===== src/rtl/cdb_arbiter.sv =====
// Common data bus arbiter: per-requester holding registers, round-robin grant, one broadcast per cycle.
// Build option CDB_BR_PRIORITY_EN: branch unit (index 4) always wins and does not advance rr_ptr.
module cdb_arbiter (
  input  logic            clk,
  input  logic            reset_n,
  input  logic [4:0]      req_valid,
  input  logic [4:0][2:0] req_tag,
  input  logic [4:0][31:0] req_data,
  output logic [4:0]      req_ready,
  input  logic            flush,
  output logic            cdb_valid,
  output logic [2:0]      cdb_tag,
  output logic [31:0]     cdb_data,
  output logic [2:0]      cdb_src,
  output logic [4:0]      pending
);

  logic [4:0]       hold_v_q, hold_v_d;
  logic [4:0][2:0]  hold_tag_q;
  logic [4:0][31:0] hold_data_q;
  logic [2:0]       rr_ptr_q, rr_ptr_d;
  logic [2:0]       rr_start;
  logic             cdb_valid_q;
  logic [2:0]       cdb_tag_q, cdb_src_q;
  logic [31:0]      cdb_data_q;
  logic [4:0]       grant, accept;
  logic [2:0]       grant_idx;
  logic             grant_any;

  // Out-of-range pointer values are folded back to 0.
  assign rr_start = (rr_ptr_q > 3'd4) ? 3'd0 : rr_ptr_q;

  always_comb begin
    logic [3:0] cand;
    grant_any = 1'b0;
    grant_idx = 3'd0;
    cand      = 4'd0;
`ifdef CDB_BR_PRIORITY_EN
    if (hold_v_q[4]) begin
      grant_any = 1'b1;
      grant_idx = 3'd4;
    end else begin
      for (int k = 0; k < 4; k++) begin
        cand = ((rr_start == 3'd4) ? 4'd0 : {1'b0, rr_start}) + 4'(k);
        if (cand >= 4'd4) cand = cand - 4'd4;
        if (!grant_any && hold_v_q[cand[2:0]]) begin
          grant_any = 1'b1;
          grant_idx = cand[2:0];
        end
      end
    end
`else
    for (int k = 0; k < 5; k++) begin
      cand = {1'b0, rr_start} + 4'(k);
      if (cand >= 4'd5) cand = cand - 4'd5;
      if (!grant_any && hold_v_q[cand[2:0]]) begin
        grant_any = 1'b1;
        grant_idx = cand[2:0];
      end
    end
`endif
  end

  assign grant     = grant_any ? (5'b00001 << grant_idx) : 5'b00000;
  assign req_ready = (~hold_v_q | grant) & {5{~flush}};
  assign accept    = req_valid & req_ready;
  assign hold_v_d  = flush ? 5'b00000 : ((hold_v_q & ~grant) | accept);

  always_comb begin
    rr_ptr_d = rr_start;
    if (!flush && grant_any) begin
`ifdef CDB_BR_PRIORITY_EN
      if (grant_idx != 3'd4) rr_ptr_d = grant_idx + 3'd1;
`else
      rr_ptr_d = (grant_idx == 3'd4) ? 3'd0 : grant_idx + 3'd1;
`endif
    end
  end

  always_ff @(posedge clk or negedge reset_n) begin
    if (!reset_n) begin
      hold_v_q    <= 5'b00000;
      rr_ptr_q    <= 3'd0;
      cdb_valid_q <= 1'b0;
      cdb_tag_q   <= 3'd0;
      cdb_data_q  <= 32'd0;
      cdb_src_q   <= 3'd0;
    end else begin
      hold_v_q <= hold_v_d;
      rr_ptr_q <= rr_ptr_d;
      if (!flush && grant_any) begin
        cdb_valid_q <= 1'b1;
        cdb_tag_q   <= hold_tag_q[grant_idx];
        cdb_data_q  <= hold_data_q[grant_idx];
        cdb_src_q   <= grant_idx;
      end else begin
        cdb_valid_q <= 1'b0;
      end
    end
  end

  // Payload is only meaningful while its valid bit is set, so it needs no reset.
  always_ff @(posedge clk) begin
    for (int i = 0; i < 5; i++) begin
      if (accept[i]) begin
        hold_tag_q[i]  <= req_tag[i];
        hold_data_q[i] <= req_data[i];
      end
    end
  end

  assign cdb_valid = cdb_valid_q;
  assign cdb_tag   = cdb_tag_q;
  assign cdb_data  = cdb_data_q;
  assign cdb_src   = cdb_src_q;
  assign pending   = hold_v_q;

endmodule

===== config.mk =====
export PLATFORM = sky130hd
export DESIGN_NAME = cdb_arbiter
export DESIGN_NICKNAME = d
export VERILOG_FILES = /design/src/rtl/cdb_arbiter.sv
export SDC_FILE = /design/constraint.sdc
export NUM_CORES = 1
export LEC_CHECK = 0
export ABC_AREA = 1
export ABC_CLOCK_PERIOD_IN_PS = 6100
export CAP_MARGIN = 20
export CORE_MARGIN = 1.5
export CORE_UTILIZATION = 30
export CTS_BUF_LIST = sky130_fd_sc_hd__clkbuf_8
export DETAILED_ROUTE_END_ITERATION = 8
export SLEW_MARGIN = 20
export SYNTH_ARGS = -nofsm -noshare
export SYNTH_HDL_FRONTEND = slang
export SYNTH_SLANG_ARGS = --single-unit

===== constraint.sdc =====
create_clock -name clk -period 6.1 [get_ports clk]
set_clock_uncertainty 0.1 [all_clocks]
set_input_delay 0.61 -clock clk [delete_from_list [all_inputs] [get_ports clk]]
set_output_delay 0.61 -clock clk [all_outputs]
set_load 0.05 [all_outputs]

# [Yosys cells after proc, flatten, opt, wreduce, memory -nomap -nowiden]
# Cells that the tools add are included.
[totals] elab_cells=93 output_inout_bits=49 mem_bits_ro=0 ram_bits=0 n_memories=0 inputBits=183 latch_bits=0 ff_bits=222
[classes] order_cmp=12 n_bitwise=8 n_mux=35 add_sub_neg=10 div_mod_pow=0 shift=1 n_mul=0 n_reduce_logical=10 n_eq_ne=1
[op_table] operator="binary-select mux 32 bit (select 3 bit)" n=1
[op_table] operator="2-to-1 mux 3 bit" n=14
[op_table] operator="2-to-1 mux 32 bit" n=1
[op_table] operator="less-than comparator 3 x 4 -> 1 bit, second input constant" n=6
[op_table] operator="greater-or-equal comparator 4 x 3 -> 1 bit, second input constant" n=4
[op_table] operator="AND 5 bit" n=3
[op_table] operator="binary-select mux 1 bit (select 3 bit)" n=5
[op_table] operator="subtractor 3 bit, second input constant" n=5
[op_table] operator="2-to-1 mux 1 bit" n=11
[op_table] operator="2-to-1 mux 5 bit" n=2
[op_table] operator="inverter 5 bit" n=2
[op_table] operator="OR 5 bit" n=2
[op_table] operator="binary-select mux 3 bit (select 3 bit)" n=1
[op_table] operator="adder 3 x 2 -> 4 bit, second input constant" n=2
[op_table] operator="logical AND 1 bit" n=5
[op_table] operator="zero test 1 bit" n=5
[op_table] operator="left shift 1 x 3 -> 5 bit, first input constant" n=1
[op_table] operator="adder 3 x 1 -> 4 bit, second input constant" n=1
[op_table] operator="adder 3 x 3 -> 4 bit, second input constant" n=1
[op_table] operator="adder 3 x 1 -> 3 bit, second input constant" n=1
[op_table] operator="== test 3 bit, second input constant" n=1
[op_table] operator="greater-or-equal comparator 3 bit, second input constant" n=1
[op_table] operator="greater-than comparator 3 bit, second input constant" n=1
[op_table] operator="inverter 1 bit" n=1

# [Longest topological paths before layout]
# Gate-level depths: netlist (run 1).
[depth] word_depth=26 ltp_mapped=25 depth_no_buf=24

# [Worst setup path after synthesis (run 1)]
# No wires, ideal clock.
[synth_timing] path_type="register -> register" start="reg rr_ptr_q[0]" end="reg hold_data_q[64] (netlist bit), enable pin" required_time_ns=5.522 setup_time_ns=0.478 path_stages_with_launch=19 arrival_ns=5.324 synth_period_minus_slack_ns=5.903 path_buffers=2 path_slack_ns=0.197 path_cell_list="dfrtp_1 o21ai_1 nand2_1 buf_6 ha_1 ha_1 inv_1 a22oi_1 nand4_1 nand3_1 nand2_1 nand2_1 nand2_2 nor2_8 nand2_8 inv_4 buf_2 a21oi_2 nor3b_1"
[synth_between] elab_chain_len=24 word_cells_on_any_way=54 classes_between="9 x add/sub; 6 x order compare; 1 x shift; 27 x mux; 3 x bitwise; 8 x reduce/logical"
[synth_lines] element="start: declaration" line="21" source="logic [2:0] rr_ptr_q, rr_ptr_d;"
[synth_lines] element="start signal: assignment" line="90" source="rr_ptr_q <= rr_ptr_d;"
[synth_lines] element="greater-than comparator 3 bit" line="31" source="assign rr_start = (rr_ptr_q > 3'd4) ? 3'd0 : rr_ptr_q;"
[synth_lines] element="2-to-1 mux 3 bit *" line="31"
[synth_lines] element="parallel branches: the longest is 18 deep, another holds adder 3 x 1 -> 4 bit"
[synth_lines] element="2-to-1 mux 5 bit *" line="64" source="assign grant = grant_any ? (5'b00001 << grant_idx) : 5'b00000;"
[synth_lines] element="OR 5 bit *" line="65" source="assign req_ready = (~hold_v_q | grant) & {5{~flush}};"
[synth_lines] element="AND 5 bit *" line="65"
[synth_lines] element="AND 5 bit *" line="66" source="assign accept = req_valid & req_ready;"
[synth_lines] element="named net accept[2]" line="26" source="logic [4:0] grant, accept;"
[synth_lines] element="end signal: indexed assignment" line="107" source="hold_data_q[i] <= req_data[i];"
[synth_lines] element="end: declaration" line="20" source="logic [4:0][31:0] hold_data_q;"
# Mark *: on every way through the listed nets, which the timed path passes. The select of a mux whose other input is x is not followed.
# A chain may end at the register's enable or synchronous reset.

# [Worst setup path after layout (run 1)]
[layout_timing] start="reg rr_ptr_q[2]" end="out req_ready[2]"
[layout_between] elab_chain_len=23 word_cells_on_any_way=53 classes_between="9 x add/sub; 6 x order compare; 1 x shift; 27 x mux; 2 x bitwise; 8 x reduce/logical"
[layout_lines] element="greater-than comparator 3 bit" line="31"
[layout_lines] element="2-to-1 mux 3 bit *" line="31"
[layout_lines] element="parallel branches: the longest is 18 deep, another holds adder 3 x 1 -> 4 bit"
[layout_lines] element="2-to-1 mux 5 bit *" line="64"
[layout_lines] element="OR 5 bit *" line="65"
[layout_lines] element="AND 5 bit *" line="65"
[layout_lines] element="end: declaration" line="9" source="output logic [4:0] req_ready,"
# Mark *: on every way between the ends. The select of a mux whose other input is x is not followed.

==> results of run 1 <==
[flip-flops by register name, indices dropped and copies added, names as in the netlist]
name and count:
hold_data_q 160, cdb_data 32, hold_tag_q 15, pending 5
cdb_src 3, cdb_tag 3, rr_ptr_q 3, cdb_valid 1
[logic make-up (layout without fill, tap and decap cells)]
family | count (synthesis) | count (layout) | synth area share (%)
buf+inv | 75 | 352 | 3.82
fa+ha+maj | 6 | 6 | 0.777
compound gates | 69 | 69 | 3.88
flops | 222 | 222 | 66.5
xor+xnor | 2 | 2 | 0.259
simple gates | 553 | 557 | 24.7
[routing by layer]
layer  track usage [%]  vias to the layer above  part of all wire [%]  wire (um)
met5                 0                        -                 0.043         13
met4              5.29                        2                   2.0        624
met3              3.37                       44                   6.0       1840
met2              29.4                      289                    48      14600
met1              23.7                     3653                    44      13400
li1                  -                     3633                     -          -
[through the flow]
stage,util (%),area [um^2],std cells
floorplan,-,9670,927
global placement,39.1,12400,1535
detailed placement,39.1,12400,1535
CTS,41.6,13200,1607
global route,41.7,13200,1610
finish,41.7,13200,1610
[critical path, stage by stage (launching register included)]
cell and delay, ns:
dfrtp_1 0.47, o21ai_1 0.13, nand2_1 0.39, ha_1 0.24, ha_1 0.15, a21boi_4 0.24
xor2_2 0.43, nand2_1 0.10, nand3_1 0.09, nand3_1 0.10, nand2_1 0.27, nand4_4 0.36
nand2_8 0.33, inv_4 0.17, a21oi_2 0.24, nor2_1 0.08, clkdlybuf4s50_1 0.70
[what timing repair did]
item,4_1_cts,5_1_grt
gates resized for setup,0,0
gates cloned,1,3
setup endpoints to repair,1,4
pin swaps,1,2
buffers inserted,0,0
hold endpoints to repair,0,0
[Yosys cell counts, drive strengths merged]
cell type	number
nand3	95
inv	36
nor3b	3
nand2	375
a22oi	1
a21oi	53
nand3b	1
edfxtp	175
nor2	65
nand4	13
o22ai	1
xor2	2
a21boi	1
o21ai	11
o21a	2
clkbuf	13
or2	1
buf	26
dfrtp	47
ha	6
[worst paths after layout]
| kind | from | to | slack (ns) | cells past startpoint |
|---|---|---|---|---|
| max in group asynchronous | reset_n | cdb_data[9]$_DFFE_PN0P_ | 5.28 | 2 |
| max reg2reg | rr_ptr_q[2]$_DFF_PN0_ | hold_data_q[45]$_DFFE_PP_ | 0.96 | 17 |
| min reg2reg | cdb_src[0]$_DFFE_PN0P_ | cdb_src[0]$_DFFE_PN0P_ | 0.38 | 2 |
| min in group clk | cdb_src[0]$_DFFE_PN0P_ | cdb_src[0]$_DFFE_PN0P_ | 0.38 | 2 |
| max | rr_ptr_q[2]$_DFF_PN0_ | req_ready[2] | 0.37 | 16 |
| min | reset_n | cdb_data[17]$_DFFE_PN0P_ | 0.13 | 2 |
[layout make-up]
cell class	count	area share (%)
Tap cell	402	3.81
Timing Repair Buffer	245	18.3
Multi-Input combinational cell	634	22.4
Clock inverter	22	0.701
Sequential cell	222	48.7
Clock buffer	49	5.11
Inverter	36	1.04
==> impl_metrics.toml, run 1 <==
[global_route]
grt_antenna_before_repair = 1
grtUsageTotal_pct = 17.8
grt_pass1_vias = 7659
grt_overflow = 0
grt_pass1_wl_um = 44600
grt_max_degree = 48

[synth]
yosysUniqueCellTypes = 37
ys_ff_latch = 222
synth_seq_area_share_pct = 66.5
mappedNetlistNets = 1116
synth_area_mm2 = 0.00967
syn_area_per_cell_um2 = 10.4
yosysWarnings = 0
synth_area_leaders = "edfxtp_1 (54%), nand2_1 (14%), dfrtp_1 (12%), nand3_1 (4.9%), a21oi_1 (2.6%)"
synth_top_cell_by_area = "edfxtp_1"
synth_top_area_share_pct = 54.4
syn_inst = 927

[detailed_routing]
wl_um = 30500
vias_per_cell = 4.73
ant_nets = 0
first_iter_violations = 460
num_vias = 7621
post_drt_wl_per_cell_um = 18.9
drc_errors = 0
drtPass1Iterations = 5

[setup_path]
cp-start-kind = "flop"
critPathArrivalTime_ns = 5.02
required_ns = 5.39
end_kind = "primary output"
worstPathMaxFanout = 25
critical_path_class = "flop to primary output"

[run]
maxCapViolations = 0

[timing]
max_freq_mhz = 174
slew_viol_final = 0
grt_setup_unrepaired = "false"
tns_ns = 0
whs_ns = 0.130
fin_crit_ns = 5.73
tightest_slew_ns = 1.04
setup_violations = 0
layout_setup_ws_ns = 0.368
fin_crit_sh_pct = 94.0
finalHoldViolations = 0
slew_headroom_pct = 30.4

[clock_tree]
cts_buffers = 39
cts_sinks = 222
clkSlewWorstSetupHoldPaths_ns = 0.06
cts_buffer_depth = 3
cts_max_level = 2
root_buffer = "clkbuf_8"
clock_latency_ns = 0.53
cts_tree = "done"
holdBufCountCts = 0

[finish]
multiInputGateArea_mm2 = 0.00295
diodes = 0
regArea_mm2 = 0.00643
fillers = 3024
layout_common_cells = "nand2_1 (366), clkdlybuf4s50_1 (229), edfxtp_1 (175)"
nets = 1367
final_common_cell = "nand2_1"
syn2layout_area_growth_pct = 36.5
drive_gt1_share_pct = 9.93

[floorplanning]
boundaryPins = 232
rows = 65
die_h_um = 183
core_area_mm2 = 0.0316
die_width_um = 183
start_util_pct = 30.6
dieArea_mm2 = 0.0333

[placed_design]
gp_routability_congestion = 0.855
pre_cts_slack_ns = 0.514
io_buffers = 231
dpl.hpwl_um = 19700

[status]
status = "finished, final reports clean"

[min_path]
hold_path.class = "input pin to asynchronous set/reset pin"
Power of run 1 is not shown: default switching activity piles up to over one toggle a cycle in this logic, so the estimate is an artifact.
==> run 2: changes to the inputs <==
--- a/config.mk
+++ b/config.mk
@@ -6,12 +6,11 @@
 export NUM_CORES = 1
 export LEC_CHECK = 0
 export ABC_AREA = 1
-export ABC_CLOCK_PERIOD_IN_PS = 6100
 export CAP_MARGIN = 20
 export CORE_MARGIN = 1.5
 export CORE_UTILIZATION = 30
-export CTS_BUF_LIST = sky130_fd_sc_hd__clkbuf_8
 export DETAILED_ROUTE_END_ITERATION = 8
+export MAX_ROUTING_LAYER = met4
 export SLEW_MARGIN = 20
 export SYNTH_ARGS = -nofsm -noshare
 export SYNTH_HDL_FRONTEND = slang
==> impl_metrics.toml, run 2 (synthesis gave the netlist of run 1 again) <==
[global_route]
grt_overflow = 0
grt_pass1_wl_um = 44000
grtUsageTotal_pct = 17.9
grt_max_degree = 59
grt_pass1_vias = 7550
grt_antenna_before_repair = 1

[setup_path]
cpMaxStageDelayCell = "clkdlybuf4s50_1"
critical_path_class = "flop to primary output"
path_delay_family = "simple AND/OR/NAND/NOR gates"
required_ns = 5.39
r2r_cells = 17
crit_path_frequent_cell = "nand2_1"
path_buf_inv = 3
critPathMaxStageDelay_ns = 0.70
r2r_slack_ns = 1.09
worstPathMaxFanout = 25
timing.rr.end = "hold_tag_q[3]$_DFFE_PP_"
rr_startpoint = "rr_ptr_q[0]$_DFF_PN0_"
path_cells = "o21ai_1, nand2_1, ha_1, ha_1, inv_1, a22oi_1, nand2_1, nand2_1, nand2_2, nor2_4, nand4_4, nand2_8, inv_4, a21oi_2, nor2_1, clkdlybuf4s50_1"
cp-start-kind = "flop"
end_kind = "primary output"
critPathArrivalTime_ns = 4.90

[timing]
finalHoldViolations = 0
fin_crit_sh_pct = 92.0
tns_ns = 0
slew_viol_final = 0
slew_headroom_pct = 28.7
layout_setup_ws_ns = 0.488
fin_crit_ns = 5.61
whs_ns = 0.134
tightest_slew_ns = 1.07
grt_setup_unrepaired = "false"
setup_violations = 0
max_freq_mhz = 178

[floorplanning]
die_h_um = 183
core_area_mm2 = 0.0316
dieArea_mm2 = 0.0333
start_util_pct = 30.6
boundaryPins = 232
die_width_um = 183
rows = 65

[detailed_routing]
num_vias = 7461
vias_per_cell = 4.71
ant_nets = 0
drtPass1Iterations = 5
wl_um = 29400
post_drt_wl_per_cell_um = 18.6
drc_errors = 0
first_iter_violations = 454

[finish]
nets = 1351
top_register = "hold_data_q"
regArea_mm2 = 0.00643
drive_gt1_share_pct = 8.38
largest_register_ffs = 160
layout_common_cells = "nand2_1 (366), clkdlybuf4s50_1 (229), edfxtp_1 (175)"
syn2layout_area_growth_pct = 36.7
multiInputGateArea_mm2 = 0.00292
final_common_cell = "nand2_1"
fillers = 2995
utilization_pct = 41.8

[placed_design]
dpl.hpwl_um = 19700
gp_routability_congestion = 0.857
pre_cts_slack_ns = 0.825
io_buffers = 231

[clock_tree]
clkSlewWorstSetupHoldPaths_ns = 0.07
cts_sinks = 222
clock_latency_ns = 0.53
cts_tree = "done"
post_cts.repair.setup_buffers = 0
cts_max_level = 1
post_cts_resized = 0
holdBufCountCts = 0
root_buffer = "clkbuf_16"
cts_buffers = 25
cts_buffer_depth = 3

[min_path]
hold_path.class = "input pin to asynchronous set/reset pin"

[run]
maxCapViolations = 0

[status]
status = "finished, final reports clean"
## run 2: changes by cell type in the layout (fill, tap and decap cells not counted), sizes merged, moves of 2 or more
cell,delta
clkinv,-3
nand2,-2
inv,-12
clkbuf,-12
## run 2: worst max-delay path by stage
stage	slack (ns)	cells past startpoint	endpoint	startpoint
floorplan	0.20	18	hold_data_q[64]$_DFFE_PP_	rr_ptr_q[0]$_DFF_PN0_
global placement	1.00	16	req_ready[2]	rr_ptr_q[0]$_DFF_PN0_
detailed placement	0.83	16	req_ready[2]	rr_ptr_q[0]$_DFF_PN0_
CTS	0.24	16	req_ready[2]	rr_ptr_q[0]$_DFF_PN0_
global route	0.06	21	req_ready[0]	rr_ptr_q[0]$_DFF_PN0_
finish	0.49	16	req_ready[2]	rr_ptr_q[0]$_DFF_PN0_
## run 2: routing by layer
layer  global-route usage [%]  part of all wire [%]  up-vias  routed length [um]
met5                        -                     0        -                   0
met3                     2.51                   6.1       40                1800
met2                     29.6                    48      252               14100
li1                         -                     -     3593                   -
met1                     23.5                    44     3576               13000
met4                     3.93                   1.8        0                 517
## run 2: area by class of cell
cell class              count  area share [%]
diodes                      1          0.0189
clock buffers              37            5.53
clock inverters             9           0.559
inverters                  36            1.04
multi-input cells         631            22.1
flip-flops and latches    222            48.7
well taps                 402            3.81
repair buffers            246            18.3
## run 2: stage by stage
| stage | cell area [um^2] | std cells |
|---|---|---|
| global placement | 12400 | 1536 |
| detailed placement | 12400 | 1536 |
| floorplan | 9670 | 927 |
| CTS | 13200 | 1582 |
| global route | 13200 | 1584 |
| finish | 13200 | 1584 |
Power of run 2 is left out for the same reason.
==> run 3: changes to the inputs <==
--- a/config.mk
+++ b/config.mk
@@ -9,6 +9,7 @@
 export CAP_MARGIN = 20
 export CORE_MARGIN = 1.5
 export CORE_UTILIZATION = 30
+export CTS_BUF_LIST = sky130_fd_sc_hd__clkbuf_8 sky130_fd_sc_hd__clkbuf_16
 export DETAILED_ROUTE_END_ITERATION = 8
 export MAX_ROUTING_LAYER = met4
 export SLEW_MARGIN = 20
==> impl_metrics.toml, run 3 (synthesis gave the netlist of run 1 again) <==
[finish]
multiInputGateArea_mm2 = 0.00292
drive_gt1_share_pct = 8.38
top_register = "hold_data_q"
final_common_cell = "nand2_1"
fillers = 2995
regArea_mm2 = 0.00643
largest_register_ffs = 160
syn2layout_area_growth_pct = 36.7
nets = 1351
layout_common_cells = "nand2_1 (366), clkdlybuf4s50_1 (229), edfxtp_1 (175)"

[global_route]
grt_antenna_before_repair = 1
grtUsageTotal_pct = 17.9
grt_pass1_vias = 7550
grt_pass1_wl_um = 44000
grt_max_degree = 59
grt_overflow = 0

[clock_tree]
post_cts_resized = 0
cts_max_level = 1
root_buffer = "clkbuf_16"
clkSlewWorstSetupHoldPaths_ns = 0.07
cts_buffer_depth = 3
post_cts.repair.setup_buffers = 0
cts_tree = "done"
cts_buffers = 25
clock_latency_ns = 0.53
cts_sinks = 222
holdBufCountCts = 0

[min_path]
hold_path.class = "input pin to asynchronous set/reset pin"

[timing]
slew_viol_final = 0
max_freq_mhz = 178
slew_headroom_pct = 28.8
fin_crit_sh_pct = 92.1
finalHoldViolations = 0
tightest_slew_ns = 1.07
fin_crit_ns = 5.62
tns_ns = 0
grt_setup_unrepaired = "false"
whs_ns = 0.133
setup_violations = 0

[detailed_routing]
num_vias = 7462
drtPass1Iterations = 5
first_iter_violations = 450
ant_nets = 0
drc_errors = 0
wl_um = 29400
vias_per_cell = 4.71
post_drt_wl_per_cell_um = 18.6

[setup_path]
r2r_cells = 17
timing.rr.end = "hold_tag_q[3]$_DFFE_PP_"
r2r_slack_ns = 1.09
cp-start-kind = "flop"
required_ns = 5.39
critical_path_class = "flop to primary output"
end_kind = "primary output"
rr_startpoint = "rr_ptr_q[0]$_DFF_PN0_"
worstPathMaxFanout = 16
critPathArrivalTime_ns = 4.91

[floorplanning]
boundaryPins = 232
die_width_um = 183
rows = 65
die_h_um = 183
core_area_mm2 = 0.0316
start_util_pct = 30.6
dieArea_mm2 = 0.0333

[placed_design]
gp_routability_congestion = 0.857
io_buffers = 231
dpl.hpwl_um = 19700

[status]
status = "finished, final reports clean"

[run]
maxCapViolations = 0
[run 3: worst max-delay path by stage]
stage / startpoint / end / cells after the start
after floorplan: rr_ptr_q[0]$_DFF_PN0_ / hold_data_q[64]$_DFFE_PP_ / 18
after detailed placement: rr_ptr_q[0]$_DFF_PN0_ / req_ready[2] / 16
final: rr_ptr_q[0]$_DFF_PN0_ / req_ready[0] / 21
after CTS: rr_ptr_q[0]$_DFF_PN0_ / req_ready[2] / 16
after global routing: rr_ptr_q[0]$_DFF_PN0_ / req_ready[0] / 21
after global placement: rr_ptr_q[0]$_DFF_PN0_ / req_ready[2] / 16
[run 3: per-stage QoR]
step | setup WS [ns] | utilization [%] | std cells | instance area, um^2
3_5_place_dp | 0.825 | 39.2 | 1536 | 12400
3_3_place_gp | 1.00 | 39.2 | 1536 | 12400
6_report | 0.483 | 41.8 | 1584 | 13200
4_1_cts | 0.241 | 41.7 | 1582 | 13200
5_1_grt | 0.0644 | 41.8 | 1584 | 13200
2_1_floorplan | 0.197 | - | 927 | 9670
[run 3: critical path, stage by stage, from the launching register on]
cell and delay (ns):
dfrtp_1 0.46, o21ai_1 0.22, nand2_1 0.35, ha_1 0.33
ha_1 0.30, inv_1 0.08, a22oi_1 0.31, inv_1 0.13
nand3_1 0.12, nand2_1 0.11, nand2_2 0.11, nor2_1 0.06
nand3_1 0.07, nand2_1 0.06, nor2_1 0.16, nand2_4 0.19
nor2_4 0.18, nand2_1 0.07, nand2_1 0.08, nand2_1 0.11
inv_1 0.07, clkdlybuf4s50_1 0.80
[run 3: layout make-up]
cell class | count | share of cell area, %
Antenna cell | 1 | 0.0189
Clock buffer | 31 | 5.36
Sequential cell | 222 | 48.7
Timing Repair Buffer | 246 | 18.3
Inverter | 36 | 1.04
Tap cell | 402 | 3.81
Clock inverter | 15 | 0.729
Multi-Input combinational cell | 631 | 22.1
[run 3: per-layer routing]
metal,track usage (%),share of wire (%),up-vias
met5,-,0,-
met4,3.93,1.8,0
met3,2.51,6.1,40
met2,29.6,48,256
met1,23.5,44,3573
li1,-,-,3593
Power of run 3 is left out for the same reason.
